`config.mk`:
```
export PLATFORM = sky130hd
export DESIGN_NAME = microstate_sequencer
export DESIGN_NICKNAME = d
export VERILOG_FILES = /design/src/rtl/microstate_sequencer_pkg.sv /design/src/rtl/microstate_sequencer_moc_wait_timer.sv /design/src/rtl/microstate_sequencer.sv
export SDC_FILE = /design/constraint.sdc
export NUM_CORES = 1
export LEC_CHECK = 0
export CAP_MARGIN = 20
export CORE_UTILIZATION = 53
export CTS_BUF_LIST = sky130_fd_sc_hd__clkbuf_16
export DETAILED_ROUTE_END_ITERATION = 16
export GPL_TIMING_DRIVEN = 0
export PLACE_DENSITY = 0.84
export SYNTH_ARGS = -nofsm -noshare
export SYNTH_HDL_FRONTEND = slang
export SYNTH_SLANG_ARGS = --single-unit
```
`constraint.sdc`:
```
create_clock -name clk -period 3 [get_ports clk]
set_clock_uncertainty 0.1 [all_clocks]
set_input_delay 0.6 -clock clk [delete_from_list [all_inputs] [get_ports clk]]
set_output_delay 0.6 -clock clk [all_outputs]
set_load 0.05 [all_outputs]
```
`src/rtl/microstate_sequencer_pkg.sv`:
```
// Shared constants for the ARM control unit: microstate codes, next-state
// select encodings and sequencing fault codes.
package microstate_sequencer_pkg;

  localparam int STATE_W = 7;

  localparam logic [2:0] NS_DISPATCH = 3'd0;
  localparam logic [2:0] NS_FETCH    = 3'd1;
  localparam logic [2:0] NS_INC      = 3'd2;
  localparam logic [2:0] NS_JUMP     = 3'd3;
  localparam logic [2:0] NS_CBR      = 3'd4;
  localparam logic [2:0] NS_WAIT     = 3'd5;
  localparam logic [2:0] NS_CALL     = 3'd6;
  localparam logic [2:0] NS_RET      = 3'd7;

  localparam logic [STATE_W-1:0] ST_RESET = 7'd0;
  localparam logic [STATE_W-1:0] ST_FETCH = 7'd1;
  localparam logic [STATE_W-1:0] ST_UNDEF = 7'd91;
  localparam logic [STATE_W-1:0] ST_FAULT = 7'd92;

  typedef enum logic [1:0] {
    FC_NONE        = 2'd0,
    FC_MOC_TIMEOUT = 2'd1,
    FC_RET_NO_CALL = 2'd2
  } fault_code_e;

endpackage

```
`src/rtl/microstate_sequencer_moc_wait_timer.sv`:
```
// Counts consecutive cycles spent waiting for MOC; flags the last allowed cycle.
module microstate_sequencer_moc_wait_timer #(
  parameter int MAX_WAIT = 16
) (
  input  logic clk,
  input  logic reset,
  input  logic en_i,
  input  logic moc_i,
  output logic timeout_o
);

  localparam int CW = (MAX_WAIT > 2) ? $clog2(MAX_WAIT) : 1;

  logic [CW-1:0] cnt_q, cnt_d;

  // MOC arriving on the final cycle suppresses the timeout.
  assign timeout_o = en_i && !moc_i && (cnt_q == CW'(MAX_WAIT - 1));

  always_comb begin
    cnt_d = cnt_q + 1'b1;
    if (!en_i || moc_i || timeout_o) cnt_d = '0;
  end

  always_ff @(posedge clk) begin
    if (reset) cnt_q <= '0;
    else       cnt_q <= cnt_d;
  end

endmodule

```
`src/rtl/microstate_sequencer.sv`:
```
// Microstate next-state sequencer: dispatch, branch, one-level call/return
// and MOC wait with timeout; current microstate addresses the control store.
module microstate_sequencer
  import microstate_sequencer_pkg::*;
#(
  parameter int                   SW          = STATE_W,
  parameter logic [STATE_W-1:0]   RESET_STATE = ST_RESET,
  parameter logic [STATE_W-1:0]   FETCH_STATE = ST_FETCH,
  parameter logic [STATE_W-1:0]   UNDEF_STATE = ST_UNDEF,
  parameter logic [STATE_W-1:0]   FAULT_STATE = ST_FAULT,
  parameter int                   MAX_WAIT    = 16
) (
  input  logic               clk,
  input  logic               reset,
  input  logic [STATE_W-1:0] encoder_in,
  input  logic [STATE_W-1:0] cr_in,
  input  logic [2:0]         ns_sel,
  input  logic               inv,
  input  logic               cond_in,
  input  logic               moc,
  output logic [STATE_W-1:0] state_out,
  output logic               wait_active,
  output logic               undef_dispatch,
  output logic               fault,
  output logic [1:0]         fault_code
);

  logic [STATE_W-1:0] state_q, state_d, ret_q, ret_d, inc;
  logic               ret_vld_q, ret_vld_d;
  logic               undef_q, undef_d, fault_q, fault_d;
  fault_code_e        code_q, code_d;
  logic               timeout;

  assign inc = state_q + 1'b1;

  microstate_sequencer_moc_wait_timer #(.MAX_WAIT(MAX_WAIT)) u_timer (
    .clk      (clk),
    .reset    (reset),
    .en_i     (ns_sel == NS_WAIT),
    .moc_i    (moc),
    .timeout_o(timeout)
  );

  always_comb begin
    state_d   = inc;
    ret_d     = ret_q;
    ret_vld_d = ret_vld_q;
    undef_d   = 1'b0;
    fault_d   = 1'b0;
    code_d    = code_q;
    case (ns_sel)
      NS_DISPATCH: begin
        state_d = encoder_in;
        undef_d = (encoder_in == UNDEF_STATE);
      end
      NS_FETCH: state_d = FETCH_STATE;
      NS_INC:   state_d = inc;
      NS_JUMP:  state_d = cr_in;
      NS_CBR:   state_d = (cond_in ^ inv) ? cr_in : inc;
      NS_WAIT: begin
        if (moc) state_d = inc;
        else if (timeout) begin
          state_d = FAULT_STATE;
          fault_d = 1'b1;
          code_d  = FC_MOC_TIMEOUT;
        end else state_d = state_q;
      end
      NS_CALL: begin
        ret_d     = inc;
        ret_vld_d = 1'b1;
        state_d   = cr_in;
      end
      NS_RET: begin
        if (ret_vld_q) begin
          state_d   = ret_q;
          ret_vld_d = 1'b0;
        end else begin
          state_d = FAULT_STATE;
          fault_d = 1'b1;
          code_d  = FC_RET_NO_CALL;
        end
      end
      default: state_d = inc;
    endcase
  end

  always_ff @(posedge clk) begin
    if (reset) begin
      state_q   <= RESET_STATE;
      ret_q     <= '0;
      ret_vld_q <= 1'b0;
      undef_q   <= 1'b0;
      fault_q   <= 1'b0;
      code_q    <= FC_NONE;
    end else begin
      state_q   <= state_d;
      ret_q     <= ret_d;
      ret_vld_q <= ret_vld_d;
      undef_q   <= undef_d;
      fault_q   <= fault_d;
      code_q    <= code_d;
    end
  end

  // Wait indication follows the live microinstruction fields, not a register.
  assign wait_active    = !reset && (ns_sel == NS_WAIT) && !moc;
  assign state_out      = state_q;
  assign undef_dispatch = undef_q;
  assign fault          = fault_q;
  assign fault_code     = code_q;

endmodule

```
==> run summary, run 1 <==
status - finished clean
cell area after layout - 1886 sq um
multi-input logic area - 892.1 sq um
vias in the first global route - 1379
final worst slack - 214.6 ps
layout cells sized above 1 - 10.19%
Post-CTS Resized - 1
row count - 18
cts hold-fix bufs - 0
first-pass GRT wire length - 6.203 mm
Max-slew headroom - 62.57%
CTS sink cnt - 23
total track usage - 29.78%
register area share after synthesis - 31.92%
Final min period - 2785 ps
top cells by area in the synthesized netlist - dfxtp_1 32%, nand2_1 6.0%, a21oi_1 4.2%, nor2_1 3.9%, a211oi_1 3.1%
Core Region - 2522 sq um
Synth Register Bits - 23
CTS buffer count - 3
Synth cell types - 52
H-tree levels - 1
Initial Util - 57.19%
post-synth top area cell - dfxtp_1
crit path cell chain - clkdlybuf4s50_1, buf_6, nand4bb_1, nor2_1, clkbuf_2
crit path capture - wait_active
Sum Neg Setup Slack - 0 ps
Total Power - 0.8379 mW
I/O Pins - 34
antenna diode count - 0
Pre-Repair DR Iteration Count - 4
GR Overflow Total - 0
Setup Viol. Count Final - 0
die width - 54.17 um
commonest non-fill, non-tap cell in the layout - clkdlybuf4s50_1
Yosys top cell area share - 31.92%
most frequent cells in the layout - 32 x clkdlybuf4s50_1, 23 x nand2_1, 23 x dfxtp_1
CP Max Fanout - 10
hold slack final - 357.4 ps
Final Non-Filler Cells - 246
initial antenna violation count - 0
Placed Cells - 242
CTS root buf - clkbuf_16
routed via count - 1504
clk_lat worst skew - 250 ps
Pleak - 0.6750 nW
Final #Nets - 241
DR iter-0 viols - 76
TritonCTS clock tree - yes
# Max-Cap Violations - 0
final core occ - 74.75%
CTS clk-pin slew, worst paths - 60 ps
Routed WL per cell - 16.25 um
Post-synth EDFFs - 0
final hold violations - 0
pre-CTS setup slack - -256.4 ps
fmax - 359.0 MHz
Die Ht - 54.17 um
VDD IR-drop max - 0.3647 mV
clock tree buffer depth - 2
post-DP HPWL - 3.103 mm
critical path buffer and inverter count - 3
R2R Setup Slk - 1350 ps
fill count - 200
DIE AREA - 2934 sq um
syn nets - 203
Vias/cell - 6.114
post-route ant nets - 0
global placement routability congestion - 0.8578
Worst EP arrival - 2090 ps
worst reg-to-reg path cell count - 5
HP Class - register to register
crit path capture type - primary output
DP Area - 1810 sq um
FF-to-FF End - state_out[6]
unrepaired setup endpoints after global routing - no
port buffer count - 33
Syn Area/Cell - 8.059 sq um
delay-heaviest family, CP - buffers and inverters
Pwr per Cell Area - 444.4 nW/um^2
remaining routing DRC violations - 0
YS warnings - 0
max-slew violation count - 0
Register Area - 460.4 sq um
number of cells on the critical path - 5
WS Path Type - primary input to primary output
slowest CP cell - clkdlybuf4s50_1
Worst R2R Start - u_timer.cnt_q[0]
area grow syn2layout - 30.70%
Critical Path Start - ns_sel[1]
critical path startpoint category - primary input
final wirelength - 3.997 mm
CP required - 2300 ps
largest net degree at the start of global routing - 14
Setup Fix Bufs, Post-CTS - 0
ys async rst share - 0%
slowest stage delay, CP - 430 ps
period utilization - 92.85%
Mapped Area - 1443 sq um
ys flop type - dfxtp_1
Cells after Synth - 179
slew at the pin with the worst max-slew slack - 557.2 ps
## worst register-to-register path, delay by kind of cell, from the launching register on
kind	cells	cell delay [ps]
simple gates	3	810
fa+ha+maj	1	240
flops	1	330
compound gates	1	90
## worst min-delay path by stage
| stage | slack, ps | cells after the start | from | end |
|---|---|---|---|---|
| 4_1_cts | 360 | 1 | u_timer.cnt_q[0] | u_timer.cnt_q[0] |
| 3_5_place_dp | 340 | 1 | u_timer.cnt_q[0] | u_timer.cnt_q[0] |
| 6_report | 360 | 1 | u_timer.cnt_q[0] | u_timer.cnt_q[0] |
| 5_1_grt | 390 | 2 | ret_q[6] | ret_q[6] |
| 3_3_place_gp | 330 | 1 | u_timer.cnt_q[0] | u_timer.cnt_q[0] |
| 2_1_floorplan | 320 | 1 | u_timer.cnt_q[0] | u_timer.cnt_q[0] |
## cells by family after synthesis
family / synth area share [%]
buffers and inverters: 6.244
XOR/XNOR: 5.378
AO/OA/AOI/OAI: 26.28
AND/OR/NAND/NOR: 28.45
adder cells (fa/ha/maj): 1.734
flip-flops: 31.92
## registers in the layout, indices dropped and copies added, names as in the netlist
signal,cells
undef_dispatch,1
u_timer.cnt_q,4
ret_q,7
state_out,7
fault,1
fault_code,2
ret_vld_q,1
## synthesized netlist by cell type (3+ instances only)
library cell   n
inv_1          5
nand2_1       23
dfxtp_1       23
nor2b_1        4
nor3_1         7
xnor2_1        5
buf_4          3
nand4_1        3
a211oi_1       6
o21ai_0        4
nor2_1        15
nand2b_1       5
buf_2          3
nand3_1        8
o21ai_1        4
a21oi_1       12
## layout make-up
class                           count  area share, %
Buffer                             10          3.583
Tap cell                           30          1.991
Sequential cell                    23          24.42
Clock buffer                        3          3.981
Clock inverter                      1         0.2654
Timing Repair Buffer               33          17.25
Multi-Input combinational cell    140          47.31
Inverter                            6          1.194
## report_power, final
part           leakage (nW)  internal (mW)  switching, mW
logic                 0.446         0.0910          0.119
registers             0.188          0.321         0.0164
clock network        0.0409          0.179          0.111
## per-layer routing
layer | track usage, % | routed length [um] | part of all wire (%)
met3 | 3.672 | 228 | 5.7
met1 | 37.73 | 1773 | 44
met5 | 0 | 0 | 0
met4 | 9.402 | 21 | 0.53
met2 | 51.63 | 1974 | 49
No activity file was read; power rests on OpenSTA's default activity.
==> run 2: changes to the inputs <==
Settings changed: CTS_CLUSTER_SIZE set to 28, RECOVER_POWER set to 50.
==> run 2 against run 1 <==
Net effect: final cell count unchanged; critical path type unchanged; die area did not move; critical path depth down 1; largest power group unchanged; worst hold slack about the same; sequential cell count is the same; critical endpoint unchanged.
==> run summary, run 2 (same netlist as run 1, synthesis figures left out) <==
die width - 54.17 um (unchanged)
Core Region - 2522 sq um (unchanged)
Hold Crit Depth - 1 (unchanged)
pre-CTS setup slack - -256.4 ps (unchanged)
vias in the first global route - 1379 (unchanged)
Final Non-Filler Cells - 246 (unchanged)
final wirelength - 3.987 mm (-0.25%)
fill count - 202 (+1.0%)
period utilization - 92.81% (about the same)
CP Max Fanout - 6 (-4)
final core occ - 74.36% (-0.40 points)
WHS Endpoint - u_timer.cnt_q[0]
Placed Cells - 242 (unchanged)
# Max-Cap Violations - 0 (unchanged)
DP Area - 1810 sq um (unchanged)
first-pass GRT wire length - 6.203 mm (unchanged)
unrepaired setup endpoints after global routing - no
cts hold-fix bufs - 0 (unchanged)
hold path start - u_timer.cnt_q[0]
Setup Fix Bufs, Post-CTS - 0 (unchanged)
Worst EP arrival - 2080 ps (about the same)
Pre-Repair DR Iteration Count - 4 (unchanged)
port buffer count - 33 (unchanged)
HP Class - register to register
Final min period - 2784 ps (-0.9250 ps)
Final #Nets - 241 (unchanged)
CP required - 2300 ps (about the same)
Setup Viol. Count Final - 0 (unchanged)
routed via count - 1503 (-0.066%)
R2R Setup Slk - 1350 ps (about the same)
Max-slew headroom - 61.72% (-0.85 points)
fmax - 359.1 MHz (about the same)
CTS clk-pin slew, worst paths - 60 ps (about the same)
antenna diode count - 0 (unchanged)
post-route ant nets - 0 (unchanged)
Pwr per Cell Area - 445.6 nW/um^2 (+0.26%)
cell area after layout - 1876 sq um (-0.53%)
Vias/cell - 6.110 (about the same)
I/O Pins - 34 (unchanged)
most frequent cells in the layout - 27 x clkdlybuf4s50_1, 23 x nand2_1, 23 x dfxtp_1
CTS root buf - clkbuf_16
H-tree levels - 1 (unchanged)
area grow syn2layout - 30.01%
slew at the pin with the worst max-slew slack - 569.9 ps (+12.71 ps)
layout cells sized above 1 - 8.796% (-1.4 points)
max-slew violation count - 0 (unchanged)
TritonCTS clock tree - yes
Initial Util - 57.19% (unchanged)
total track usage - 29.78% (unchanged)
Routed WL per cell - 16.21 um (-0.25%)
FF-to-FF End - state_out[6]
DIE AREA - 2934 sq um (unchanged)
WS Path Type - primary input to primary output
CTS sink cnt - 23 (unchanged)
CTS buffer count - 3 (unchanged)
largest net degree at the start of global routing - 14 (unchanged)
multi-input logic area - 889.6 sq um (-0.28%)
clk_lat worst skew - 260 ps (about the same)
initial antenna violation count - 0 (unchanged)
post-DP HPWL - 3.103 mm (unchanged)
Die Ht - 54.17 um (unchanged)
row count - 18 (unchanged)
Worst R2R Start - u_timer.cnt_q[0]
critical path startpoint category - primary input
clock tree buffer depth - 2 (unchanged)
global placement routability congestion - 0.8578 (unchanged)
worst reg-to-reg path cell count - 5 (unchanged)
Register Area - 460.4 sq um (unchanged)
Sum Neg Setup Slack - 0 ps (unchanged)
crit path capture type - primary output
commonest non-fill, non-tap cell in the layout - clkdlybuf4s50_1
final worst slack - 215.6 ps (+0.9250 ps)
status - finished clean
final hold violations - 0 (unchanged)
DR iter-0 viols - 84 (+11%)
remaining routing DRC violations - 0 (unchanged)
Pleak - 0.6802 nW (+0.78%)
VDD IR-drop max - 0.3643 mV (-0.11%)
GR Overflow Total - 0 (unchanged)
Critical Path Start - ns_sel[2]
-- run 2: changes by cell type in the layout (fill, tap and decap cells not counted) --
cell and change:
clkdlybuf4s50_1 -5, dlygate4sd3_1 +5, buf_4 -2, clkbuf_1 +2, nor2b_1 +1, nor2b_2 -1
-- run 2: through the flow --
| stage | total power, mW | hold slack, ps |
|---|---|---|
| floorplan | 0.4718 | 317.6 |
| global placement | 0.5475 | 330.2 |
| detailed placement | 0.5510 | 342.5 |
| CTS | 0.8350 | 357.8 |
| global route | 0.8651 | 386.9 |
| finish | 0.8357 | 357.3 |
-- run 2: how the worst max path moves through the flow --
stage                        to  slack, ps  depth (start not counted)
global placement    wait_active       -260                          5
floorplan           wait_active        600                          3
detailed placement  wait_active       -260                          5
global route        wait_active        120                          5
finish              wait_active        220                          4
CTS                 wait_active         20                          5
-- run 2: power by group --
group	internal, mW	switching, mW	total [mW]
Combinational	0.0889	0.118	0.207
Clock	0.179	0.112	0.291
Sequential	0.321	0.0163	0.337
-- run 2: layout make-up --
class,instances,area share (%)
plain buffers,10,3.202
clock buffers,3,4.003
clock inverters,1,0.2668
inverters,6,1.201
multi-input cells,140,47.43
flip-flops and latches,23,24.55
well taps,30,2.001
repair buffers,33,17.34
-- run 2: worst max-delay path, stage by stage --
cell and delay [ps]:
dlygate4sd3_1 620, nand4bb_1 280, nor2_1 270, clkbuf_2 320
-- run 2: timing repair --
item                       4_1_cts  5_1_grt
pin swaps                        0        0
cloned                           0        0
setup endpoints to repair        1        1
resized for setup                1        2
-- run 2: per-layer routing --
metal	vias up	global-route usage, %	wire length [um]
met5	-	0	0
met4	0	9.402	25
met3	4	3.672	252
met2	71	51.63	1974
met1	699	37.73	1735
li1	729	-	-
==> run 3: changes to the inputs <==
Settings changed: ABC_AREA set to 1, CORE_UTILIZATION 53 to 52.
==> run 3 against run 2 <==
Net effect: design area shrank 8.2%; die area shrank 6.7%; worst hold slack lost 5.4 ps; clock power is essentially flat; sequential share of layout area grew 2.2 points; highest routed layer unchanged; synthesized area shrank 8.7%; critical path depth grew 1; wire length shrank 20%; non-clock buffer count shrank 9.
==> run summary, run 3 <==
status - finished clean
crit path capture type - primary output
cts hold-fix bufs - 0 (unchanged)
remaining routing DRC violations - 0 (unchanged)
ys flop type - dfxtp_1
Initial Util - 57.35% (+0.16 points)
WHS Endpoint - u_timer.cnt_q[0]
final hold violations - 0 (unchanged)
Vias/cell - 5.200 (-15%)
layout cells sized above 1 - 5.372% (-3.4 points)
DIE AREA - 2739 sq um (-6.7%)
top cells by area in the synthesized netlist - dfxtp_1 35%, nand2_1 16%, inv_1 8.0%, nor2_1 8.0%, a21oi_1 6.5%
max-slew violation count - 0 (unchanged)
Cells after Synth - 207 (+16%)
syn nets - 231 (+14%)
port buffer count - 31 (-6.1%)
largest net degree at the start of global routing - 13 (-1)
clock tree buffer depth - 2 (unchanged)
hold slack final - 351.9 ps (-5.427 ps)
delay-heaviest family, CP - buffers and inverters
CTS sink cnt - 23 (unchanged)
unrepaired setup endpoints after global routing - no
Hold Crit Depth - 1 (unchanged)
Register Area - 460.4 sq um (unchanged)
row count - 17 (-1)
GR Overflow Total - 0 (unchanged)
critical path buffer and inverter count - 3 (+1)
I/O Pins - 34 (unchanged)
Yosys top cell area share - 34.95% (+3.0 points)
CTS clk-pin slew, worst paths - 60 ps (about the same)
global placement routability congestion - 0.8888 (+3.6%)
WS Path Type - primary input to primary output
multi-input logic area - 700.7 sq um (-21%)
vias in the first global route - 1364 (-1.1%)
final wirelength - 3.208 mm (-20%)
HP Class - register to register
Setup Fix Bufs, Post-CTS - 0 (unchanged)
Placed Cells - 266 (+9.9%)
DR iter-0 viols - 50 (-40%)
commonest non-fill, non-tap cell in the layout - nand2_1
slowest CP cell - clkdlybuf4s50_1
Final #Nets - 267 (+11%)
first-pass GRT wire length - 5.533 mm (-11%)
post-synth top area cell - dfxtp_1
fill count - 185 (-8.4%)
clk_lat worst skew - 260 ps (about the same)
Worst EP arrival - 2150 ps (+70 ps)
initial antenna violation count - 0 (unchanged)
critical path startpoint category - primary input
slowest stage delay, CP - 590 ps (-30 ps)
most frequent cell after synthesis - nand2_1
Pre-Repair DR Iteration Count - 4 (unchanged)
Synth Register Bits - 23 (unchanged)
CP Max Fanout - 7 (+1)
die width - 52.34 um (-3.4%)
Post-synth EDFFs - 0 (unchanged)
area grow syn2layout - 30.67%
H-tree levels - 1 (unchanged)
Pleak - 0.8451 nW (+24%)
Max-slew headroom - 66.25% (+4.5 points)
# Max-Cap Violations - 0 (unchanged)
synth cell count leaders - 57 x nand2_1, 28 x inv_1, 28 x nor2_1, 23 x dfxtp_1
worst reg-to-reg path cell count - 6 (+1)
total track usage - 26.82% (-3.0 points)
Core Region - 2297 sq um (-8.9%)
most frequent cells in the layout - 58 x nand2_1, 32 x inv_1, 29 x nor2_1
post-DP HPWL - 2.458 mm (-21%)
Setup Viol. Count Final - 0 (unchanged)
period utilization - 94.94% (+2.1 points)
hold path start - u_timer.cnt_q[0]
Synth cell types - 22 (-58%)
Mapped Area - 1318 sq um (-8.7%)
Syn Area/Cell - 6.365 sq um (-21%)
crit path cell chain - clkdlybuf4s50_1, inv_2, nand4_2, nor2_1, dlygate4sd2_1
FF-to-FF End - u_timer.cnt_q[2]
ys async rst share - 0% (unchanged)
Final Non-Filler Cells - 270 (+9.8%)
Worst R2R Start - u_timer.cnt_q[0]
CTS buffer count - 3 (unchanged)
Post-CTS Resized - 1 (unchanged)
register area share after synthesis - 34.95% (+3.0 points)
antenna diode count - 0 (unchanged)
TritonCTS clock tree - yes
routed via count - 1404 (-6.6%)
post-route ant nets - 0 (unchanged)
fmax - 351.1 MHz (-2.2%)
Pwr per Cell Area - 461.4 nW/um^2 (+3.5%)
R2R Setup Slk - 1390 ps (+40 ps)
CTS root buf - clkbuf_16
CP required - 2300 ps (about the same)
YS warnings - 0 (unchanged)
Routed WL per cell - 11.88 um (-27%)
VDD IR-drop max - 0.4993 mV (+37%)
Final min period - 2848 ps (+63.62 ps)
slew at the pin with the worst max-slew slack - 504.5 ps (-65.34 ps)
Die Ht - 52.34 um (-3.4%)
run 3: cell count changes after synthesis, sizes merged, moves of 6 or more:
cell | before | now
nor3 | 7 | 1
nor2 | 15 | 30
nand2 | 23 | 61
a211oi | 6 | 0
inv | 6 | 33
nand3 | 8 | 18
run 3: cell type report:
cell class,count,share of cell area (%)
Sequential cell,23,26.74
Inverter,33,7.195
Multi-Input combinational cell,148,40.70
Tap cell,28,2.035
Clock inverter,1,0.2180
Buffer,3,0.7994
Clock buffer,3,4.360
Timing Repair Buffer,31,17.95
run 3: power by group:
group / leakage, nW / internal [mW] / total, mW / switching [mW]
clock: 0.0423 / 0.178 / 0.288 / 0.110
combinational: 0.615 / 0.0670 / 0.171 / 0.104
sequential: 0.188 / 0.321 / 0.335 / 0.0138
total: 0.845 / 0.566 / 0.794 / 0.228
run 3: how the worst max path moves through the flow:
stage	endpoint	slack, ps	startpoint	cells past startpoint
floorplan	wait_active	710	ns_sel[2]	3
CTS	wait_active	140	ns_sel[1]	5
detailed placement	wait_active	-120	ns_sel[1]	5
global placement	wait_active	-110	ns_sel[1]	5
global route	wait_active	60	ns_sel[1]	5
finish	wait_active	150	ns_sel[1]	5
run 3: worst reg2reg max path: stages (launching register included):
cell and delay (ps):
dfxtp_1 320, ha_1 220, nand3_1 120, nand2_1 130, nor2_1 380, inv_1 150
nor2_1 110
run 3: routing by layer:
| layer | GRT usage (%) | share of wire (%) | wire, um | vias up |
|---|---|---|---|---|
| met2 | 48.52 | 48 | 1542 | 47 |
| met3 | 4.058 | 5.5 | 177 | 4 |
| li1 | - | - | - | 718 |
| met1 | 32.15 | 46 | 1465 | 635 |
| met5 | 0 | 0 | 0 | - |
| met4 | 7.895 | 0.69 | 22 | 0 |
run 3: stage by stage:
step,total power [mW],setup TNS (ps),area (sq um),setup slack [ps],util [%]
floorplan,0.4436,0,1318,708.5,-
global route,0.8255,0,1722,62.02,74.95
CTS,0.7972,0,1740,141.1,75.76
finish,0.7943,0,1722,151.9,74.95
global placement,0.5083,-107.1,1663,-107.1,72.39
detailed placement,0.5122,-119.2,1663,-119.2,72.39
run 3: cells by family (layout without fill, tap and decap cells):
| family | Yosys count | in the layout | synth area share [%] |
|---|---|---|---|
| and+or+nand+nor | 114 | 114 | 38.65 |
| buffers and inverters | 36 | 71 | 10.73 |
| adders and majority gates | 2 | 2 | 1.899 |
| xor gates and xnor gates | 5 | 5 | 3.324 |
| DFF | 23 | 23 | 34.95 |
| AOI/OAI and AO/OA | 27 | 27 | 10.45 |
